--- src/rtl/touch_adc_pkg.sv ---
// +----------------------------------------------------------------------------+
// | touch_adc_pkg                                                              |
// | Shared encodings and widths for the ADS7843-style touch-ADC responder.     |
// | Revision: 1.0                                                              |
// +----------------------------------------------------------------------------+
`default_nettype none

package touch_adc_pkg;

    localparam int STATE_W = 3;
    typedef logic [STATE_W-1:0] state_t;

    localparam state_t ST_IDLE = 3'd0;
    localparam state_t ST_CMD  = 3'd1;
    localparam state_t ST_BUSY = 3'd2;
    localparam state_t ST_DATA = 3'd3;
    localparam state_t ST_TAIL = 3'd4;

    localparam int CMD_S_BIT    = 7;
    localparam int CMD_A_HI     = 6;
    localparam int CMD_A_LO     = 4;
    localparam int CMD_MODE_BIT = 3;
    localparam int CMD_SER_BIT  = 2;
    localparam int CMD_PD_HI    = 1;
    localparam int CMD_PD_LO    = 0;

    localparam logic [3:0] CMD_BITS = 4'd8;

    localparam logic [2:0] DEF_CH_X = 3'b101;
    localparam logic [2:0] DEF_CH_Y = 3'b001;

    localparam int DATA_W  = 12;
    localparam int DATA_W8 = 8;

    // 8-bit mode left-justifies the top byte so the MSB always leaves first.
    function automatic logic [DATA_W-1:0] align_value(input logic [DATA_W-1:0] value,
                                                      input logic mode8);
        return mode8 ? {value[DATA_W-1:DATA_W-DATA_W8], {(DATA_W-DATA_W8){1'b0}}} : value;
    endfunction

endpackage

`default_nettype wire

--- src/rtl/touch_adc_responder_if.sv ---
// +----------------------------------------------------------------------------+
// | touch_adc_responder_if                                                     |
// | Serial touch-ADC link plus coordinate-load side channel.                   |
// | Revision: 1.0                                                              |
// +----------------------------------------------------------------------------+
`default_nettype none

interface touch_adc_responder_if;
    import touch_adc_pkg::*;

    logic              adc_din;
    logic              adc_dclk;
    logic              adc_cs;
    logic              adc_dout;
    logic              adc_busy;
    logic              adc_penirq_n;
    logic [DATA_W-1:0] x_coord;
    logic [DATA_W-1:0] y_coord;
    logic              new_coord;
    logic              cmd_err;

    modport slave (
        input  adc_din, adc_dclk, adc_cs, x_coord, y_coord, new_coord,
        output adc_dout, adc_busy, adc_penirq_n, cmd_err
    );

    modport master (
        output adc_din, adc_dclk, adc_cs, x_coord, y_coord, new_coord,
        input  adc_dout, adc_busy, adc_penirq_n, cmd_err
    );

endinterface

`default_nettype wire

--- src/rtl/sync_edge_det.sv ---
// +----------------------------------------------------------------------------+
// | sync_edge_det                                                              |
// | Multi-stage synchronizer with registered-level rise/fall pulse outputs.    |
// | Revision: 1.0                                                              |
// +----------------------------------------------------------------------------+
`default_nettype none

module sync_edge_det #(
    parameter int   SYNC_STAGES = 2,
    parameter logic RESET_VAL   = 1'b0
) (
    input  wire logic clk,
    input  wire logic rst,
    input  wire logic sig,
    output logic      level,
    output logic      rise,
    output logic      fall
);

    logic [SYNC_STAGES-1:0] r_sync;
    logic                   r_edge;

    always_ff @(posedge clk or posedge rst) begin
        if (rst) begin
            r_sync <= {SYNC_STAGES{RESET_VAL}};
            r_edge <= RESET_VAL;
        end else begin
            r_sync <= {r_sync[SYNC_STAGES-2:0], sig};
            r_edge <= r_sync[SYNC_STAGES-1];
        end
    end

    assign level = r_sync[SYNC_STAGES-1];
    assign rise  = level & ~r_edge;
    assign fall  = ~level & r_edge;

endmodule

`default_nettype wire

--- src/rtl/touch_adc_responder.sv ---
// +----------------------------------------------------------------------------+
// | touch_adc_responder                                                        |
// | Converter side of the serial touch-ADC link: decodes commands, returns X/Y.|
// | Revision: 1.0                                                              |
// +----------------------------------------------------------------------------+
`default_nettype none

module touch_adc_responder
    import touch_adc_pkg::*;
#(
    parameter int         SYNC_STAGES = 2,
    parameter logic [2:0] CH_X        = DEF_CH_X,
    parameter logic [2:0] CH_Y        = DEF_CH_Y
) (
    input  wire logic             clk,
    input  wire logic             rst,
    touch_adc_responder_if.slave  adc
);

    logic w_din_lvl, w_din_rise_unused, w_din_fall_unused;
    logic w_dclk_lvl_unused, w_dclk_rise, w_dclk_fall;
    logic w_cs_lvl, w_cs_rise_unused, w_cs_fall_unused;
    logic w_nc_lvl_unused, w_nc_rise_unused, w_nc_fall;

    sync_edge_det #(.SYNC_STAGES(SYNC_STAGES), .RESET_VAL(1'b0)) u_sync_din (
        .clk(clk), .rst(rst), .sig(adc.adc_din),
        .level(w_din_lvl), .rise(w_din_rise_unused), .fall(w_din_fall_unused));
    sync_edge_det #(.SYNC_STAGES(SYNC_STAGES), .RESET_VAL(1'b0)) u_sync_dclk (
        .clk(clk), .rst(rst), .sig(adc.adc_dclk),
        .level(w_dclk_lvl_unused), .rise(w_dclk_rise), .fall(w_dclk_fall));
    sync_edge_det #(.SYNC_STAGES(SYNC_STAGES), .RESET_VAL(1'b1)) u_sync_cs (
        .clk(clk), .rst(rst), .sig(adc.adc_cs),
        .level(w_cs_lvl), .rise(w_cs_rise_unused), .fall(w_cs_fall_unused));
    sync_edge_det #(.SYNC_STAGES(SYNC_STAGES), .RESET_VAL(1'b1)) u_sync_nc (
        .clk(clk), .rst(rst), .sig(adc.new_coord),
        .level(w_nc_lvl_unused), .rise(w_nc_rise_unused), .fall(w_nc_fall));

    state_t            r_state, w_state_nxt;
    logic [3:0]        r_bit_cnt, w_bit_cnt_nxt;
    logic [5:0]        r_cmd_sr, w_cmd_sr_nxt;
    logic [2:0]        r_chan, w_chan_nxt;
    logic              r_mode, w_mode_nxt;
    logic [3:0]        r_cfg_unused, w_cfg_nxt;
    logic [DATA_W-1:0] r_shift, w_shift_nxt;
    logic              r_dout, w_dout_nxt;
    logic              r_busy, w_busy_nxt;
    logic              r_cmd_err, w_cmd_err_nxt;
    logic [DATA_W-1:0] r_x, w_x_nxt, r_y, w_y_nxt;
    logic              r_pen_down, w_pen_down_nxt;
    logic              r_x_done, w_x_done_nxt, r_y_done, w_y_done_nxt;
    logic              r_penirq_n;

    logic [7:0]        w_cmd_word;
    logic [2:0]        w_cmd_chan;
    logic [DATA_W-1:0] w_sel_val;
    logic [3:0]        w_width;

    assign w_cmd_word = {1'b1, r_cmd_sr, w_din_lvl};
    assign w_cmd_chan = w_cmd_word[CMD_A_HI:CMD_A_LO];
    assign w_sel_val  = (w_cmd_chan == CH_X) ? r_x :
                        (w_cmd_chan == CH_Y) ? r_y : '0;
    assign w_width    = r_mode ? 4'(DATA_W8) : 4'(DATA_W);

    always_ff @(posedge clk or posedge rst) begin
        if (rst) r_state <= ST_IDLE;
        else     r_state <= w_state_nxt;
    end

    // CS high overrides any DCLK edge seen in the same cycle.
    always_comb begin
        w_state_nxt = r_state;
        if (w_cs_lvl) begin
            w_state_nxt = ST_IDLE;
        end else begin
            case (r_state)
                ST_IDLE: w_state_nxt = ST_CMD;
                ST_CMD:  if (w_dclk_fall && r_bit_cnt == CMD_BITS) w_state_nxt = ST_BUSY;
                ST_BUSY: if (w_dclk_fall) w_state_nxt = ST_DATA;
                ST_DATA: if (w_dclk_fall && r_bit_cnt == w_width) w_state_nxt = ST_TAIL;
                ST_TAIL: if (w_dclk_rise && w_din_lvl) w_state_nxt = ST_CMD;
                default: w_state_nxt = ST_IDLE;
            endcase
        end
    end

    always_comb begin
        w_bit_cnt_nxt = r_bit_cnt;
        w_cmd_sr_nxt  = r_cmd_sr;
        w_chan_nxt    = r_chan;
        w_mode_nxt    = r_mode;
        w_cfg_nxt     = r_cfg_unused;
        w_shift_nxt   = r_shift;
        w_dout_nxt    = r_dout;
        w_busy_nxt    = r_busy;
        w_cmd_err_nxt = 1'b0;
        w_x_nxt       = r_x;
        w_y_nxt       = r_y;
        w_x_done_nxt  = r_x_done;
        w_y_done_nxt  = r_y_done;

        if (w_cs_lvl) begin
            w_dout_nxt    = 1'b0;
            w_busy_nxt    = 1'b0;
            w_bit_cnt_nxt = '0;
            w_cmd_err_nxt = (r_state == ST_CMD && r_bit_cnt != '0) ||
                            (r_state == ST_BUSY) || (r_state == ST_DATA);
        end else begin
            case (r_state)
                ST_IDLE: w_bit_cnt_nxt = '0;
                ST_CMD: begin
                    if (w_dclk_rise && r_bit_cnt != CMD_BITS) begin
                        if (r_bit_cnt == '0) begin
                            if (w_din_lvl) w_bit_cnt_nxt = 4'd1;
                        end else begin
                            w_cmd_sr_nxt  = {r_cmd_sr[4:0], w_din_lvl};
                            w_bit_cnt_nxt = r_bit_cnt + 4'd1;
                            if (r_bit_cnt == CMD_BITS - 4'd1) begin
                                w_chan_nxt  = w_cmd_chan;
                                w_mode_nxt  = w_cmd_word[CMD_MODE_BIT];
                                w_cfg_nxt   = {w_cmd_word[CMD_S_BIT], w_cmd_word[CMD_SER_BIT],
                                               w_cmd_word[CMD_PD_HI:CMD_PD_LO]};
                                w_shift_nxt = align_value(w_sel_val, w_cmd_word[CMD_MODE_BIT]);
                            end
                        end
                    end else if (w_dclk_fall && r_bit_cnt == CMD_BITS) begin
                        w_busy_nxt = 1'b1;
                    end
                end
                ST_BUSY: begin
                    if (w_dclk_fall) begin
                        w_busy_nxt    = 1'b0;
                        w_dout_nxt    = r_shift[DATA_W-1];
                        w_shift_nxt   = {r_shift[DATA_W-2:0], 1'b0};
                        w_bit_cnt_nxt = 4'd1;
                    end
                end
                ST_DATA: begin
                    if (w_dclk_fall) begin
                        if (r_bit_cnt == w_width) begin
                            w_dout_nxt = 1'b0;
                            if (r_chan == CH_X) w_x_done_nxt = 1'b1;
                            if (r_chan == CH_Y) w_y_done_nxt = 1'b1;
                        end else begin
                            w_dout_nxt    = r_shift[DATA_W-1];
                            w_shift_nxt   = {r_shift[DATA_W-2:0], 1'b0};
                            w_bit_cnt_nxt = r_bit_cnt + 4'd1;
                        end
                    end
                end
                ST_TAIL: begin
                    w_dout_nxt = 1'b0;
                    if (w_dclk_rise && w_din_lvl) w_bit_cnt_nxt = 4'd1;
                end
                default: w_bit_cnt_nxt = '0;
            endcase
        end

        // A new pair re-arms the pen flag even if a read completes this cycle.
        if (w_nc_fall) begin
            w_x_nxt      = adc.x_coord;
            w_y_nxt      = adc.y_coord;
            w_x_done_nxt = 1'b0;
            w_y_done_nxt = 1'b0;
        end
        w_pen_down_nxt = w_nc_fall ? 1'b1 :
                         (w_x_done_nxt && w_y_done_nxt) ? 1'b0 : r_pen_down;
    end

    always_ff @(posedge clk or posedge rst) begin
        if (rst) begin
            r_bit_cnt    <= '0;
            r_cmd_sr     <= '0;
            r_chan       <= '0;
            r_mode       <= 1'b0;
            r_cfg_unused <= '0;
            r_shift      <= '0;
            r_dout       <= 1'b0;
            r_busy       <= 1'b0;
            r_cmd_err    <= 1'b0;
            r_x          <= '0;
            r_y          <= '0;
            r_pen_down   <= 1'b0;
            r_x_done     <= 1'b0;
            r_y_done     <= 1'b0;
            r_penirq_n   <= 1'b1;
        end else begin
            r_bit_cnt    <= w_bit_cnt_nxt;
            r_cmd_sr     <= w_cmd_sr_nxt;
            r_chan       <= w_chan_nxt;
            r_mode       <= w_mode_nxt;
            r_cfg_unused <= w_cfg_nxt;
            r_shift      <= w_shift_nxt;
            r_dout       <= w_dout_nxt;
            r_busy       <= w_busy_nxt;
            r_cmd_err    <= w_cmd_err_nxt;
            r_x          <= w_x_nxt;
            r_y          <= w_y_nxt;
            r_pen_down   <= w_pen_down_nxt;
            r_x_done     <= w_x_done_nxt;
            r_y_done     <= w_y_done_nxt;
            r_penirq_n   <= ~w_pen_down_nxt;
        end
    end

    assign adc.adc_dout     = r_dout;
    assign adc.adc_busy     = r_busy;
    assign adc.adc_penirq_n = r_penirq_n;
    assign adc.cmd_err      = r_cmd_err;

endmodule

`default_nettype wire
--- src/flat_wrapper.sv ---
// flat-port wrapper written by rule: the top's interface ports become plain ports
module touch_adc_responder_flat import touch_adc_pkg::*;
#(
    parameter int         SYNC_STAGES = 2,
    parameter logic [2:0] CH_X        = DEF_CH_X,
    parameter logic [2:0] CH_Y        = DEF_CH_Y
)
  (clk, rst, adc_adc_din, adc_adc_dclk, adc_adc_cs, adc_x_coord, adc_y_coord, adc_new_coord, adc_adc_dout, adc_adc_busy, adc_adc_penirq_n, adc_cmd_err);
  touch_adc_responder_if adc_i ();
  input  wire logic clk;
  input  wire logic rst;
  input wire logic [$bits(adc_i.adc_din)-1:0] adc_adc_din;
  input wire logic [$bits(adc_i.adc_dclk)-1:0] adc_adc_dclk;
  input wire logic [$bits(adc_i.adc_cs)-1:0] adc_adc_cs;
  input wire logic [$bits(adc_i.x_coord)-1:0] adc_x_coord;
  input wire logic [$bits(adc_i.y_coord)-1:0] adc_y_coord;
  input wire logic [$bits(adc_i.new_coord)-1:0] adc_new_coord;
  output wire logic [$bits(adc_i.adc_dout)-1:0] adc_adc_dout;
  output wire logic [$bits(adc_i.adc_busy)-1:0] adc_adc_busy;
  output wire logic [$bits(adc_i.adc_penirq_n)-1:0] adc_adc_penirq_n;
  output wire logic [$bits(adc_i.cmd_err)-1:0] adc_cmd_err;
  assign adc_i.adc_din = adc_adc_din;
  assign adc_i.adc_dclk = adc_adc_dclk;
  assign adc_i.adc_cs = adc_adc_cs;
  assign adc_i.x_coord = adc_x_coord;
  assign adc_i.y_coord = adc_y_coord;
  assign adc_i.new_coord = adc_new_coord;
  assign adc_adc_dout = adc_i.adc_dout;
  assign adc_adc_busy = adc_i.adc_busy;
  assign adc_adc_penirq_n = adc_i.adc_penirq_n;
  assign adc_cmd_err = adc_i.cmd_err;
  touch_adc_responder #(.SYNC_STAGES(SYNC_STAGES), .CH_X(CH_X), .CH_Y(CH_Y)) u_core (.clk(clk), .rst(rst), .adc(adc_i));
endmodule
--- config.mk ---
export PLATFORM = sky130hd
export DESIGN_NAME = touch_adc_responder_flat
export DESIGN_NICKNAME = d
export VERILOG_FILES = /design/src/rtl/touch_adc_pkg.sv /design/src/rtl/touch_adc_responder_if.sv /design/src/rtl/sync_edge_det.sv /design/src/rtl/touch_adc_responder.sv /design/src/flat_wrapper.sv
export SDC_FILE = /design/constraint.sdc
export NUM_CORES = 1
export LEC_CHECK = 0
export BUFFER_PORTS_ARGS = -buffer_cell sky130_fd_sc_hd__buf_4
export CAP_MARGIN = 20
export CORE_ASPECT_RATIO = 0.6
export CORE_MARGIN = 2
export CORE_UTILIZATION = 40
export CTS_BUF_LIST = sky130_fd_sc_hd__clkbuf_16
export CTS_CLUSTER_DIAMETER = 200
export DETAILED_ROUTE_END_ITERATION = 8
export PLACE_DENSITY_LB_ADDON = 0.05
export REMOVE_ABC_BUFFERS = 1
export SYNTH_ARGS = -nofsm -noshare
export SYNTH_HDL_FRONTEND = slang
export SYNTH_SLANG_ARGS = --single-unit
--- constraint.sdc ---
create_clock -name clk -period 3.46 [get_ports clk]
set_clock_uncertainty 0.1 [all_clocks]
set_input_delay 0.865 -clock clk [delete_from_list [all_inputs] [get_ports clk]]
set_output_delay 0.865 -clock clk [all_outputs]
set_load 0.01 [all_outputs]
### After elaboration in Yosys (flattened, before gate mapping)

Index checks and enable logic that the tools add are counted.

* register bits: 70
* input port bits: 30
* output and inout bits: 4

* add/subtract/negate cells: 1
* equal/unequal tests: 27
* mux-type cells: 51
* bitwise logic cells: 9
* reductions and logical operators: 21

Operator list (count)
* $mux W12: 8
* $mux W4: 9
* $pmux W12 S3: 1
* $mux W1: 23
* $mux W3: 6
* $pmux W4 S4: 1
* $pmux W3 S5: 1
* $ne A3 B2 Y1 const B: 4
* $ne A3 B3 Y1 const B: 4
* $reduce_and A4 Y1: 3
* $eq A3 B1 Y1 const B: 3
* $eq A3 B3 Y1 const B: 3
* $ne A2 B2 Y1 const B: 4
* $ne A4 B4 Y1 const B: 2
* $reduce_and A8 Y1: 1
* $reduce_bool A4 Y1: 2
* $eq A3 B2 Y1 const B: 2
* $logic_and A1 B1 Y1: 6
* $not A1 Y1: 6
* $reduce_and A6 Y1: 1
* $reduce_bool A3 Y1: 2
* $reduce_and A5 Y1: 1
* $add A4 B1 Y4 const B: 1
* $eq A4 B3 Y1 const B: 1
* other kinds (10): 14

### Depth between registers and ports, before layout

* depth in word-level cells: 11
* gate-level depth with buffers: 7

### By module

From an unflattened synthesis, not the netlist that was laid out.

* cell total of the unflattened synthesis: 280
* area total of the unflattened synthesis: 3329.4 µm²

Modules (own cells, without submodules)
* touch_adc_responder: instances 1, cells each 256, area each 2946.6 µm², sequential area each 1502.7 µm²
* sync_edge_det at u_core.u_sync_cs ...: instances 2, cells each 6, area each 97.6 µm², sequential area each 78.8 µm²
* sync_edge_det at u_core.u_sync_dclk ...: instances 2, cells each 6, area each 93.8 µm², sequential area each 75.1 µm²

### Worst setup path before layout

Ideal clock, no wire load.

* path type: register to register
* start point: reg u_core.r_bit_cnt[0]
* end point: reg u_core.r_bit_cnt[3]
* arrival: 1.764 ns
* slack: 1.475 ns
* stages on the path, launching flop included: 8
* clock period less this slack: 1.985 ns
* path through: dfrtp_1 -> inv_1 -> ha_1 -> nor2b_1 -> o2bb2ai_1 -> a2111oi_2 -> o41ai_1 -> a22o_1

* longest elaborated chain between the ends: 5
* elaborated cells between the ends (all ways): 15

RTL lines
* start, declared: line touch_adc_responder.sv:39 `logic [3:0] r_bit_cnt, w_bit_cnt_nxt;`
* start signal, assigned: line touch_adc_responder.sv:187 `r_bit_cnt <= w_bit_cnt_nxt;`
* $add A4 B1 Y4 / $logic_not A4 Y1 (equally long branches): line touch_adc_responder.sv:116, touch_adc_responder.sv:146, touch_adc_responder.sv:112
* $mux W4 (on tied branches): line touch_adc_responder.sv:139, touch_adc_responder.sv:112
* $mux W4 (on tied branches): line touch_adc_responder.sv:138, touch_adc_responder.sv:111
* $pmux W4 S4: line touch_adc_responder.sv:108 `case (r_state)`
* $mux W4: line touch_adc_responder.sv:101 `if (w_cs_lvl) begin`

Parallel ways exist; a longest one is shown, timed or not. The select of a mux whose other input is x is not followed.
A chain may end at the register's enable or synchronous reset.

### Worst setup path in the final report

* start point: reg u_core.r_state[0]
* end point: reg u_core.r_shift[11]

* longest elaborated chain between the ends: 3
* elaborated cells between the ends (all ways): 12

RTL lines
* start, declared: line touch_adc_responder.sv:38 `state_t r_state, w_state_nxt;`
* start signal, assigned: line touch_adc_responder.sv:66 `else r_state <= w_state_nxt;`
* $eq A3 B2 Y1 / $eq A3 B1 Y1 (equally long branches): line touch_adc_responder.sv:108
* $ne A2 B1 Y1 (no line), or another cell as far along
* $reduce_and A8 Y1 (no line)
* end signal, assigned: line touch_adc_responder.sv:192 `r_shift <= w_shift_nxt;`
* end, declared: line touch_adc_responder.sv:44 `logic [DATA_W-1:0] r_shift, w_shift_nxt;`

Parallel ways exist; a longest one is shown, timed or not.

==> out/metrics.yaml <==
postRouteAntennaNets: 0
status: "complete, no violations"
post_cts_resized: 0
fin_nets: 374
design.die.area_mm2: 0.008884
row_count: 25
place_congestion: 0.8994
antenna_found_initial: 0
clk_pin_slew_worst_paths_ns: 0.06
drt_wl_total_um: 6656
dp_hpwl_um: 4572
grt_overflow: 0
num_vias: 2259
slew-limit-headroom_pct: 42.05
yosysUniqueCellTypes: 50
slew_violations: 0
ir_drop_uv: 276.1
dieWidth_um: 120.4
criticalPathCategory: "flop to flop"
cts_tree: "done"
r2r_setup_slack_ns: 0.95
r2r_start: "u_core.r_state[0]"
viasPerCell: 4.965
dr.pass1.iters: 4
drc: 0
min_to: "u_core.u_sync_dclk.r_sync[1]"
crit_chain: "inv_1 -> or3_4 -> o211ai_2 -> mux2_2"
cts_sinks: 70
cts-buffers-inserted: 9
required_ns: 3.57
insertedDiodeCount: 0
timing.fmax_ghz: 0.3987
critPathMaxStageDelay_ns: 0.70
fin_setup_tns_ns: 0
core-area_mm2: 0.007883
drv_cap: 0
clockBufferDepth: 2
p_leak_nw: 1.834
cp_top_family: "compound AO/OA/AOI/OAI gates"
syn-instance-count: 310
ys_warn_count: 0
htreeDepth: 3
p_per_area_mw_per_mm2: 560.9
fin_crit_sh_pct: 72.49
rsz0062_at_grt: "no"
ys_ff_latch: 70
wl_per_cell_um: 14.63
async_flop_share_pct: 100.0
nFillCells: 775
clock_latency_ns: 0.33
fin_hold_ws_ns: 0.2480
critPathArrivalTime_ns: 2.62
die_height_um: 73.82
portBuffers: 33
cts-root-buf: "clkbuf_16"
cp_slowest_cell: "o211ai_2"
fin_crit_ns: 2.508
avgSynthCellArea_um2: 10.48
cp_max_fo: 12
worst-path-buf-inv: 1
end_kind: "flop"
grt_pass1_wl_um: 11610
postCtsSetupBuffers: 0
drive_above_1_share_pct: 26.51
grt_pass1_vias: 2242
cp-start-kind: "flop"
r2r.worst_path.cells: 4
track_usage_pct: 17.24
ios: 34
cts_hold_buf: 0
hold_start: "u_core.u_sync_dclk.r_sync[0]"
final_common_cell: "nand2_1"
tightest_slew_ns: 0.8666
grt_max_degree: 28
hold_viol: 0
final_cell_mix: "nand2_1 (93), dfrtp_1 (64), buf_4 (38), o21ai_0 (16), nor2_1 (13)"
yosysSeqAreaShare_pct: 54.14
drt_iter0_markers: 93
hold_depth: 0
start_util_pct: 41.22
netlist_area_mm2: 0.003249
hp-class: "flop to flop"
area_delta_synth_final_pct: 19.87
synth-edff-count: 0
setup_viol: 0
r2r_end: "u_core.r_shift[11]"
synth_ff_type: "dfrtp_1"
[final cells by class]
type / count / area [µm²] / share of cell area [%]
sequential: 70 / 1759 / 45.17
multi-input combinational: 217 / 1379 / 35.40
timing repair buffer: 38 / 285.3 / 7.324
clock buffer: 9 / 225.2 / 5.782
tap: 108 / 135.1 / 3.469
clock inverter: 7 / 88.84 / 2.281
inverter: 6 / 22.52 / 0.5782
[registers in the layout (all words and copies together), names as in the netlist]
signal / flops
u_core.u_sync_dclk.r_sync: 2
u_core.r_chan: 3
u_core.r_x_done: 1
u_core.r_mode: 1
u_core.u_sync_nc.r_edge: 1
u_core.u_sync_din.r_sync: 2
u_core.u_sync_nc.r_sync: 2
u_core.adc.adc_busy: 1
u_core.r_shift: 12
u_core.r_y_done: 1
u_core.r_bit_cnt: 4
u_core.adc.adc_penirq_n: 1
u_core.r_x: 12
u_core.r_cmd_sr: 6
u_core.r_y: 12
u_core.adc.cmd_err: 1
u_core.adc.adc_dout: 1
u_core.u_sync_dclk.r_edge: 1
u_core.u_sync_cs.r_sync: 2
u_core.r_pen_down: 1
u_core.r_state: 3
[power breakdown]
| part | leakage [nW] | internal [mW] | switching, mW | total (mW) |
|---|---|---|---|---|
| registers | 0.896 | 0.884 | 0.0578 | 0.942 |
| clock network | 0.150 | 0.625 | 0.344 | 0.970 |
| logic | 0.787 | 0.124 | 0.150 | 0.273 |
| total | 1.83 | 1.63 | 0.552 | 2.18 |
[cells in the mapped netlist, types with 2 or more instances]
cell | instances | share of area, %
clkbuf_1 | 9 | 1.0
nor3_1 | 4 | 0.62
inv_1 | 6 | 0.69
mux2i_1 | 12 | 3.7
nand2b_1 | 4 | 0.77
mux2_4 | 10 | 4.6
buf_6 | 3 | 1.0
nand3b_1 | 2 | 0.46
nor2b_1 | 6 | 1.2
buf_2 | 4 | 0.62
ha_1 | 2 | 0.77
nand2_1 | 93 | 11
mux2_2 | 12 | 4.2
dfstp_2 | 6 | 4.9
a21oi_1 | 3 | 0.46
o21ai_0 | 16 | 2.5
dfrtp_1 | 64 | 49
o31ai_1 | 6 | 1.4
xnor2_1 | 3 | 0.81
a211oi_1 | 3 | 0.69
nor2_1 | 13 | 1.5
[worst register-to-register path: stages (launching register included)]
cell and delay (ns):
dfrtp_1 0.55, inv_1 0.18, or3_4 0.45, o211ai_2 0.70, mux2_2 0.41
[metrics by stage]
step	cell area [µm²]	power [mW]	instances	util (%)	worst slack [ns]
2_1_floorplan	3158	1.130	293	-	0.7367
3_3_place_gp	3581	1.233	439	45.43	1.003
3_5_place_dp	3581	1.228	439	45.43	0.9612
4_1_cts	3895	2.212	455	49.41	0.9530
5_1_grt	3895	2.286	455	49.41	0.8269
6_report	3895	2.185	455	49.41	0.9517
[routing by layer]
layer,vias to the layer above,share of wire (%),track usage (%),routed length (µm)
met5,-,0,0,0
met4,0,1.2,5.814,82
met3,7,6.9,5.668,461
met2,60,37,22.35,2493
met1,1077,54,26.44,3619
li1,1115,-,-,-
[how the worst max path moves through the flow]
| stage | start | to | slack (ns) | cells past startpoint |
|---|---|---|---|---|
| 2_1_floorplan | rst | u_core.adc.adc_busy | 0.74 | 1 |
| 3_3_place_gp | u_core.r_state[0] | u_core.r_shift[10] | 1.00 | 4 |
| 3_5_place_dp | u_core.r_bit_cnt[0] | u_core.r_shift[11] | 0.96 | 6 |
| 4_1_cts | u_core.r_bit_cnt[0] | u_core.r_shift[11] | 0.95 | 6 |
| 5_1_grt | u_core.r_bit_cnt[0] | u_core.r_shift[10] | 0.83 | 6 |
| 6_report | u_core.r_state[0] | u_core.r_shift[11] | 0.95 | 4 |
[cell families after synthesis]
group,share of synthesized area (%)
buffers and inverters,3.504
XOR/XNOR,0.8088
multiplexers,12.48
flip-flops,54.14
adder cells (fa/ha/maj),0.7700
AND/OR/NAND/NOR,19.25
AO/OA/AOI/OAI,9.049
(Power assumes the default switching activity.)
